`src/rtl/change_dispenser_if.sv`:
```
// Handshake bundle between the vending datapath / coin hardware and the change dispenser.
// master = datapath and sensors side, slave = dispenser.
interface change_dispenser_if #(
   parameter int W = 8
) ();
   logic         start;
   logic [W-1:0] amount;
   logic [2:0]   empty;
   logic         coin_ok;
   logic [2:0]   eject;
   logic         busy;
   logic         done;
   logic         err;
   logic [W-1:0] remaining;

   modport master (
      output start, amount, empty, coin_ok,
      input  eject, busy, done, err, remaining
   );

   modport slave (
      input  start, amount, empty, coin_ok,
      output eject, busy, done, err, remaining
   );
endinterface

```
`src/rtl/change_dispenser.sv`:
```
// Pays out a credit balance one coin at a time, largest coin first, each coin
// confirmed by the drop sensor before the next one is selected.
module change_dispenser #(
   parameter int W         = 8,
   parameter int VAL_HI    = 25,
   parameter int VAL_MID   = 10,
   parameter int VAL_LO    = 5,
   parameter int PULSE_LEN = 4,
   parameter int GAP_LEN   = 4,
   parameter int TIMEOUT   = 255
) (
   input logic               clk,
   input logic               rst,
   change_dispenser_if.slave bus
);

   localparam int PG_MAX  = (PULSE_LEN > GAP_LEN) ? PULSE_LEN : GAP_LEN;
   localparam int CNT_MAX = (TIMEOUT > PG_MAX) ? TIMEOUT : PG_MAX;
   localparam int CNT_W   = $clog2(CNT_MAX + 1);

   typedef enum logic [2:0] {
      IDLE, SELECT, EJECT, WAIT_ACK, GAP, DONE, FAIL
   } state_t;

   state_t       state, state_nxt;
   logic [CNT_W-1:0] cnt, cnt_nxt;
   logic [1:0]   k, k_nxt;
   logic [W-1:0] rem_q, rem_nxt;
   logic         err_q, err_nxt;
   logic [2:0]   eject_c;
   logic         busy_c, done_c;

   function automatic logic [W-1:0] coin_val(input logic [1:0] idx);
      case (idx)
         2'd2:    coin_val = W'(VAL_HI);
         2'd1:    coin_val = W'(VAL_MID);
         default: coin_val = W'(VAL_LO);
      endcase
   endfunction

   always_ff @(posedge clk or posedge rst) begin
      if (rst) begin
         state <= IDLE;
         cnt   <= '0;
         k     <= '0;
         rem_q <= '0;
         err_q <= 1'b0;
      end else begin
         state <= state_nxt;
         cnt   <= cnt_nxt;
         k     <= k_nxt;
         rem_q <= rem_nxt;
         err_q <= err_nxt;
      end
   end

   always_comb begin
      state_nxt = state;
      cnt_nxt   = cnt;
      k_nxt     = k;
      rem_nxt   = rem_q;
      err_nxt   = err_q;
      eject_c   = 3'b000;
      busy_c    = 1'b1;
      done_c    = 1'b0;
      unique case (state)
         IDLE: begin
            busy_c = 1'b0;
            if (bus.start) begin
               rem_nxt   = bus.amount;
               err_nxt   = 1'b0;
               state_nxt = SELECT;
            end
         end
         SELECT: begin
            cnt_nxt = '0;
            // Each coin is only eligible if it fits, so the later subtraction cannot underflow
            if (rem_q == '0) begin
               state_nxt = DONE;
            end else if (rem_q >= W'(VAL_HI) && !bus.empty[2]) begin
               k_nxt     = 2'd2;
               state_nxt = EJECT;
            end else if (rem_q >= W'(VAL_MID) && !bus.empty[1]) begin
               k_nxt     = 2'd1;
               state_nxt = EJECT;
            end else if (rem_q >= W'(VAL_LO) && !bus.empty[0]) begin
               k_nxt     = 2'd0;
               state_nxt = EJECT;
            end else begin
               err_nxt   = 1'b1;
               state_nxt = FAIL;
            end
         end
         EJECT: begin
            eject_c = 3'b001 << k;
            if (cnt == CNT_W'(PULSE_LEN - 1)) begin
               cnt_nxt   = '0;
               state_nxt = WAIT_ACK;
            end else begin
               cnt_nxt = cnt + 1'b1;
            end
         end
         WAIT_ACK: begin
            if (bus.coin_ok) begin
               rem_nxt   = rem_q - coin_val(k);
               cnt_nxt   = '0;
               state_nxt = GAP;
            end else if (cnt == CNT_W'(TIMEOUT - 1)) begin
               err_nxt   = 1'b1;
               state_nxt = FAIL;
            end else begin
               cnt_nxt = cnt + 1'b1;
            end
         end
         GAP: begin
            if (cnt == CNT_W'(GAP_LEN - 1)) begin
               cnt_nxt   = '0;
               state_nxt = SELECT;
            end else begin
               cnt_nxt = cnt + 1'b1;
            end
         end
         DONE: begin
            done_c    = 1'b1;
            state_nxt = IDLE;
         end
         FAIL: begin
            done_c    = 1'b1;
            err_nxt   = 1'b1;
            state_nxt = IDLE;
         end
         default: state_nxt = IDLE;
      endcase
   end

   // Eject decodes straight from state so an async reset drops the solenoid immediately
   assign bus.eject     = eject_c;
   assign bus.busy      = busy_c;
   assign bus.done      = done_c;
   assign bus.err       = err_q;
   assign bus.remaining = rem_q;

endmodule

```
`src/flat_wrapper.sv`:
```
// flat-port wrapper written by rule: the top's interface ports become plain ports
module change_dispenser_flat 
#(
   parameter int W         = 8,
   parameter int VAL_HI    = 25,
   parameter int VAL_MID   = 10,
   parameter int VAL_LO    = 5,
   parameter int PULSE_LEN = 4,
   parameter int GAP_LEN   = 4,
   parameter int TIMEOUT   = 255
)
  (clk, rst, bus_start, bus_amount, bus_empty, bus_coin_ok, bus_eject, bus_busy, bus_done, bus_err, bus_remaining);
  change_dispenser_if #(.W(W)) bus_i ();
  input logic clk;
  input logic rst;
  input wire logic [$bits(bus_i.start)-1:0] bus_start;
  input wire logic [$bits(bus_i.amount)-1:0] bus_amount;
  input wire logic [$bits(bus_i.empty)-1:0] bus_empty;
  input wire logic [$bits(bus_i.coin_ok)-1:0] bus_coin_ok;
  output wire logic [$bits(bus_i.eject)-1:0] bus_eject;
  output wire logic [$bits(bus_i.busy)-1:0] bus_busy;
  output wire logic [$bits(bus_i.done)-1:0] bus_done;
  output wire logic [$bits(bus_i.err)-1:0] bus_err;
  output wire logic [$bits(bus_i.remaining)-1:0] bus_remaining;
  assign bus_i.start = bus_start;
  assign bus_i.amount = bus_amount;
  assign bus_i.empty = bus_empty;
  assign bus_i.coin_ok = bus_coin_ok;
  assign bus_eject = bus_i.eject;
  assign bus_busy = bus_i.busy;
  assign bus_done = bus_i.done;
  assign bus_err = bus_i.err;
  assign bus_remaining = bus_i.remaining;
  change_dispenser #(.W(W), .VAL_HI(VAL_HI), .VAL_MID(VAL_MID), .VAL_LO(VAL_LO), .PULSE_LEN(PULSE_LEN), .GAP_LEN(GAP_LEN), .TIMEOUT(TIMEOUT)) u_core (.clk(clk), .rst(rst), .bus(bus_i));
endmodule
```
`config.mk`:
```
export PLATFORM = sky130hd
export DESIGN_NAME = change_dispenser_flat
export DESIGN_NICKNAME = d
export VERILOG_FILES = /design/src/rtl/change_dispenser_if.sv /design/src/rtl/change_dispenser.sv /design/src/flat_wrapper.sv
export SDC_FILE = /design/constraint.sdc
export NUM_CORES = 1
export LEC_CHECK = 0
export CORE_UTILIZATION = 53
export CTS_CLUSTER_DIAMETER = 30
export DETAILED_ROUTE_END_ITERATION = 12
export GPL_TIMING_DRIVEN = 1
export PLACE_DENSITY = 0.8
export SETUP_SLACK_MARGIN = 0.05
export SLEW_MARGIN = 10
export SYNTH_ARGS = -nofsm -noshare
export SYNTH_HDL_FRONTEND = slang
export SYNTH_SLANG_ARGS = --single-unit
```
`constraint.sdc`:
```
create_clock -name clk -period 2.5 [get_ports clk]
set_input_delay 0.5 -clock clk [delete_from_list [all_inputs] [get_ports clk]]
set_output_delay 0.5 -clock clk [all_outputs]
set_load 0.01 [all_outputs]
```
==> flow_metrics.py, run 1 <==
metrics = {
    "outcome": {
        "status": "finished clean",
    },
    "grt": {
        "grt_antenna_before_repair": 0,
        "met1_usage": 0.340,
        "met3_usage": 0.0418,
        "top_usage_layer": "met2",
        "grt_usage": 0.241,
        "grt_start_max_net_pins": 23,
        "grt_overflow": 0,
        "grt_pass1_vias": 1354,
        "grt.met2_usage": 0.394,
        "grt_pass1_wl_um": 6340,
    },
    "die": {
        "start_util": 0.556,
        "die_x_um": 58.4,
        "die_h_um": 58.4,
        "die-area_um2": 3400,
        "ios": 29,
        "std_cell_rows": 20,
        "core_area_um2": 3030,
    },
    "timing": {
        "fin_tns_setup_ns": 0,
        "setup_viol": 0,
        "finalCriticalPeriod_ns": 2.36,
        "slew_violations": 0,
        "clock-skew-final_ns": 0.00942,
        "rsz0062_at_grt": "no",
        "worstMarginPinSlew_ns": 0.448,
        "hold_viol": 0,
        "fin_crit_sh": 0.945,
        "max_freq_mhz": 423,
        "relSlewSlack": 0.699,
    },
    "synthesis": {
        "synth_area_leader_cell": "dfrtp_1",
        "ys_warn_count": 0,
        "synth.area.top_cells": "dfrtp_1 (33%), ha_1 (8.9%), nor2_1 (6.2%), a21oi_1 (5.1%), o21ai_0 (4.5%)",
        "ys_seq_area_frac": 0.327,
        "synth_edf_count": 0,
        "synth_flop_cell": "dfrtp_1",
        "async_flop_share": 1.00,
        "synth-seq-cells": 22,
        "syn_area_per_cell_um2": 8.13,
        "syn_inst": 207,
        "syn_nets": 235,
        "synth_cell_types": 43,
        "syn_area_um2": 1680,
        "synth_top_cell_area_share": 0.327,
    },
    "clock_tree": {
        "htree_levels": 1,
        "cts_root_buffer": "clkbuf_4",
        "cts.sinks": 22,
        "clockBufferDepth": 2,
        "clock_latency_ns": 0.32,
        "clk_pin_slew_worst_paths_ns": 0.13,
        "tritoncts": "done",
        "numCtsBuffers": 3,
        "cts_setup_buffers": 0,
    },
    "power": {
        "ir_worst_vdd_uv": 1030,
        "leakage_nw": 0.900,
        "power_density_nw_per_um2": 1220,
    },
    "layout": {
        "mostFrequentLayoutCells": "clkdlybuf4s50_1 (28), nor2_1 (27), dfrtp_1 (22), a21oi_1 (17), nand2_1 (16)",
        "area_growth_pct": 24.0,
        "post-route-util": 0.689,
        "num_antenna_cells": 0,
        "drive_gt1_frac": 0.0962,
        "fillers": 254,
        "fin_nets": 268,
        "final_common_cell": "clkdlybuf4s50_1",
    },
    "setup_path": {
        "worst_setup_path_end_kind": "primary output",
        "worstSetupStartpointType": "flip-flop",
        "worstPathMaxFanout": 14,
        "worstSetupPathType": "reg2out",
        "worst-endpoint-required_ns": 2.00,
        "arrival_ns": 1.86,
        "cp_cell_sequence": "nor2_2 -> and3_1 -> clkdlybuf4s50_1",
        "cpMaxStageDelayCell": "dfrtp_1",
        "cpPeakStageDelay_ns": 0.56,
    },
    "drt": {
        "via_per_inst": 5.59,
        "finalWirelength_um": 3810,
        "drtIter0Drc": 109,
        "route.detailed.drc": 0,
        "routed-via-count": 1583,
        "routedWlPerCell_um": 13.5,
        "detail-route-antenna-nets": 0,
        "firstDrtPassIters": 4,
    },
    "place": {
        "dp_hpwl_um": 2850,
        "portBuffers": 28,
        "gp_congestion": 0.825,
    },
    "job": {
        "drv_cap": 0,
    },
    "min_path": {
        "hp-class": "in2async",
    },
}
-- power by group --
| part | switching [mW] | total (mW) | internal (mW) |
|---|---|---|---|
| logic | 0.845 | 1.64 | 0.795 |
| clock network | 0.117 | 0.206 | 0.0891 |
| registers | 0.217 | 0.707 | 0.490 |
-- worst paths after layout --
path | end | slack [ns] | cells after the start | from
max | bus_eject[2] | 0.14 | 3 | u_core.state[0]$_DFFE_PP0P_
max reg2reg | u_core.bus.remaining[4]$_DFFE_PP0P_ | 0.22 | 11 | u_core.k[1]$_DFFE_PP0P_
min | u_core.cnt[5]$_DFFE_PP0P_ | 0.51 | 3 | rst
min reg2reg | u_core.bus.err$_DFFE_PP0P_ | 0.54 | 2 | u_core.bus.err$_DFFE_PP0P_
max in group asynchronous | u_core.bus.remaining[3]$_DFFE_PP0P_ | 1.75 | 3 | rst
min in group clk | u_core.bus.err$_DFFE_PP0P_ | 0.54 | 2 | u_core.bus.err$_DFFE_PP0P_
-- cell type report --
cell class / count / area (µm²) / share of cell area
clock buffers: 4 / 36.3 / 0.0174
inverters: 11 / 41.3 / 0.0198
multi-input cells: 166 / 1060 / 0.510
flip-flops and latches: 22 / 551 / 0.264
well taps: 44 / 55.1 / 0.0264
repair buffers: 36 / 340 / 0.163
-- cell usage after synthesis, drive strengths merged (2+ instances only) --
master and n:
nor2 28, dfrtp 22, a21oi 18, nand2 16, o21ai 15, ha 12
inv 11, nor3 9, nand3 8, nor2b 7, xor2 5, and3 4
buf 4, clkbuf 4, a211oi 3, nand2b 3, nand4 3, nor4 3
o21a 3, or3 3, a21o 2, a22o 2, a22oi 2, nand3b 2
o211ai 2, o31a 2, o32ai 2, or3b 2
-- metrics by stage --
stage | setup slack [ns] | instances | power, mW | hold WS, ns | cell area (µm²)
floorplan | 0.395 | 207 | 1.77 | 0.489 | 1680
finish | 0.136 | 283 | 2.55 | 0.514 | 2090
detailed placement | 0.208 | 279 | 2.34 | 0.506 | 2050
CTS | 0.0511 | 283 | 2.55 | 0.524 | 2080
global route | 0.0664 | 283 | 2.81 | 0.515 | 2090
global placement | 0.215 | 279 | 2.31 | 0.492 | 2050
-- per-layer routing --
layer / up-vias / part of all wire
met5: - / 0
met4: 0 / 0.0029
met3: 2 / 0.041
met2: 39 / 0.47
met1: 740 / 0.49
li1: 802 / -
-- critical path: cells and delay by family, from the launching register on --
family / cells / cell delay [ns]
and+or+nand+nor: 2 / 0.44
DFF: 1 / 0.56
buffers and inverters: 1 / 0.54
-- registers in the layout, indices dropped and copies added, names as in the netlist --
name and cells:
u_core.bus.err 1, u_core.bus.remaining 8, u_core.cnt 8, u_core.k 2
u_core.state 3
-- what timing repair did --
| item | CTS | global route |
|---|---|---|
| endpoints found under the setup margin | 0 | 5 |
| hold buffers | 0 | 0 |
| gates resized for setup | 0 | 3 |
-- cells by family (layout without fill, tap and decap cells) --
| kind of cell | Yosys count | count (layout) | synth area share |
|---|---|---|---|
| compound gates | 54 | 54 | 0.205 |
| fa+ha+maj | 13 | 13 | 0.101 |
| buf+inv | 19 | 51 | 0.0439 |
| flops | 22 | 22 | 0.327 |
| xor+xnor | 6 | 6 | 0.0312 |
| simple gates | 93 | 93 | 0.291 |
No activity file was read; power rests on OpenSTA's default activity.
==> inputs of run 2 (changes only) <==
HOLD_SLACK_MARGIN = 0.05   (was unset)
TNS_END_PERCENT = 5   (was unset)
==> flow_metrics.py, run 2 (same netlist as run 1, synthesis figures left out) <==
metrics = {
    "setup_path": {
        "worst_setup_path_end_kind": "primary output",
        "cpPeakStageDelay_ns": 0.56,
        "worstPathMaxFanout": 14,
        "worstSetupPathType": "reg2out",
        "worst-path-buf-inv": 1,
        "arrival_ns": 1.87,
        "cp_top_family": "flip-flops",
        "worstSetupStartpointType": "flip-flop",
        "cp_cell_sequence": "nor2_2 -> and3_1 -> clkdlybuf4s50_1",
        "cpMaxStageDelayCell": "dfrtp_1",
        "worst-endpoint-required_ns": 2.00,
    },
    "die": {
        "std_cell_rows": 20,
        "die-area_um2": 3400,
        "start_util": 0.556,
        "core_area_um2": 3030,
        "ios": 29,
        "die_x_um": 58.4,
        "die_h_um": 58.4,
    },
    "drt": {
        "drtIter0Drc": 112,
        "routedWlPerCell_um": 13.5,
        "finalWirelength_um": 3810,
        "detail-route-antenna-nets": 0,
        "firstDrtPassIters": 4,
        "via_per_inst": 5.62,
        "routed-via-count": 1591,
        "route.detailed.drc": 0,
    },
    "timing": {
        "hold_viol": 0,
        "fin_tns_setup_ns": 0,
        "max_freq_mhz": 421,
        "fin_crit_sh": 0.949,
        "finalCriticalPeriod_ns": 2.37,
        "clock-skew-final_ns": 0.0113,
        "slew_violations": 0,
        "setup_viol": 0,
        "rsz0062_at_grt": "yes",
        "worstMarginPinSlew_ns": 0.448,
        "relSlewSlack": 0.699,
    },
    "layout": {
        "final_common_cell": "clkdlybuf4s50_1",
        "fillers": 255,
        "design_area_um2": 2080,
        "fin_nets": 268,
        "mostFrequentLayoutCells": "clkdlybuf4s50_1 (28), nor2_1 (27), dfrtp_1 (22), a21oi_1 (17), nand2_1 (16)",
        "drive_gt1_frac": 0.0879,
        "finalNonFillerCells": 283,
        "area_growth_pct": 23.9,
        "num_antenna_cells": 0,
    },
    "power": {
        "switching_power_mw": 1.17,
        "power_frac_comb": 0.643,
        "leakage_nw": 0.903,
        "total_power_mw": 2.55,
        "seqPwrFrac": 0.277,
        "p_clk_frac": 0.081,
        "switching_share": 0.461,
        "ir_worst_vdd_uv": 1020,
        "internal_power_mw": 1.37,
        "power_density_nw_per_um2": 1220,
    },
    "grt": {
        "grt_antenna_before_repair": 0,
        "grt_pass1_vias": 1354,
        "grt_pass1_wl_um": 6340,
        "grt_start_max_net_pins": 23,
        "grt_usage": 0.241,
        "grt_overflow": 0,
    },
    "job": {
        "drv_cap": 0,
    },
    "place": {
        "placed_cells": 279,
        "dp_hpwl_um": 2850,
        "gp_congestion": 0.825,
        "placed_area_um2": 2050,
        "portBuffers": 28,
    },
    "clock_tree": {
        "clk_pin_slew_worst_paths_ns": 0.14,
        "clockBufferDepth": 2,
        "numCtsBuffers": 3,
        "htree_levels": 1,
        "cts.sinks": 22,
        "ctsHoldBuffers": 0,
        "clock_latency_ns": 0.32,
        "tritoncts": "done",
        "cts_root_buffer": "clkbuf_4",
    },
    "min_path": {
        "hp-class": "in2async",
    },
    "outcome": {
        "status": "finished clean",
    },
}
## run 2: area by class of cell
cell class                 instances  area [µm²]  share of cell area
multi-input combinational        166        1060               0.509
sequential                        22         551               0.264
timing repair buffer              36         340               0.163
tap                               44        55.1              0.0264
inverter                          11        41.3              0.0198
clock buffer                       4        36.3              0.0174
## run 2: worst paths after layout
check | cells after the start | slack (ns) | endpoint | start
setup / recovery | 3 | 0.13 | bus_eject[2] | u_core.state[0]$_DFFE_PP0P_
hold / removal | 3 | 0.51 | u_core.cnt[5]$_DFFE_PP0P_ | rst
setup reg to reg | 11 | 0.22 | u_core.bus.remaining[4]$_DFFE_PP0P_ | u_core.k[1]$_DFFE_PP0P_
hold reg to reg | 2 | 0.54 | u_core.bus.err$_DFFE_PP0P_ | u_core.bus.err$_DFFE_PP0P_
max in group asynchronous | 3 | 1.75 | u_core.bus.remaining[3]$_DFFE_PP0P_ | rst
min in group clk | 2 | 0.54 | u_core.bus.err$_DFFE_PP0P_ | u_core.bus.err$_DFFE_PP0P_
## run 2: through the flow
step                      hold slack [ns]  setup WS [ns]   util
after floorplan                     0.489          0.395      -
after global placement              0.492          0.215  0.676
after detailed placement            0.506          0.208  0.676
after CTS                           0.524         0.0511  0.688
after global routing                0.515         0.0464  0.688
final                               0.515          0.127  0.688
## run 2: tightest hold or removal path, stage by stage
cell and delay, ns:
clkdlybuf4s50_1 0.40, inv_1 0.05, buf_4 0.29
## run 2: routing by layer
layer,track usage,up-vias,share of wire
li1,-,801,-
met1,0.340,741,0.48
met2,0.394,47,0.46
met3,0.0418,2,0.051
met4,0.0408,0,0.0029
met5,0,-,0
## run 2: power groups by stage
stage	sequential, mW	combinational [mW]	clock (mW)
5_1_grt	0.733	1.84	0.229
4_1_cts	0.699	1.64	0.211
3_5_place_dp	0.706	1.64	0
3_3_place_gp	0.698	1.61	0
2_1_floorplan	0.658	1.11	0
6_report	0.704	1.64	0.205
## run 2: repair_timing
| item | in CTS | in global routing |
|---|---|---|
| hold endpoints to repair | 0 | 0 |
| setup buffers | 0 | 0 |
| gates resized for setup | 0 | 1 |
| endpoints found under the setup margin | 0 | 5 |
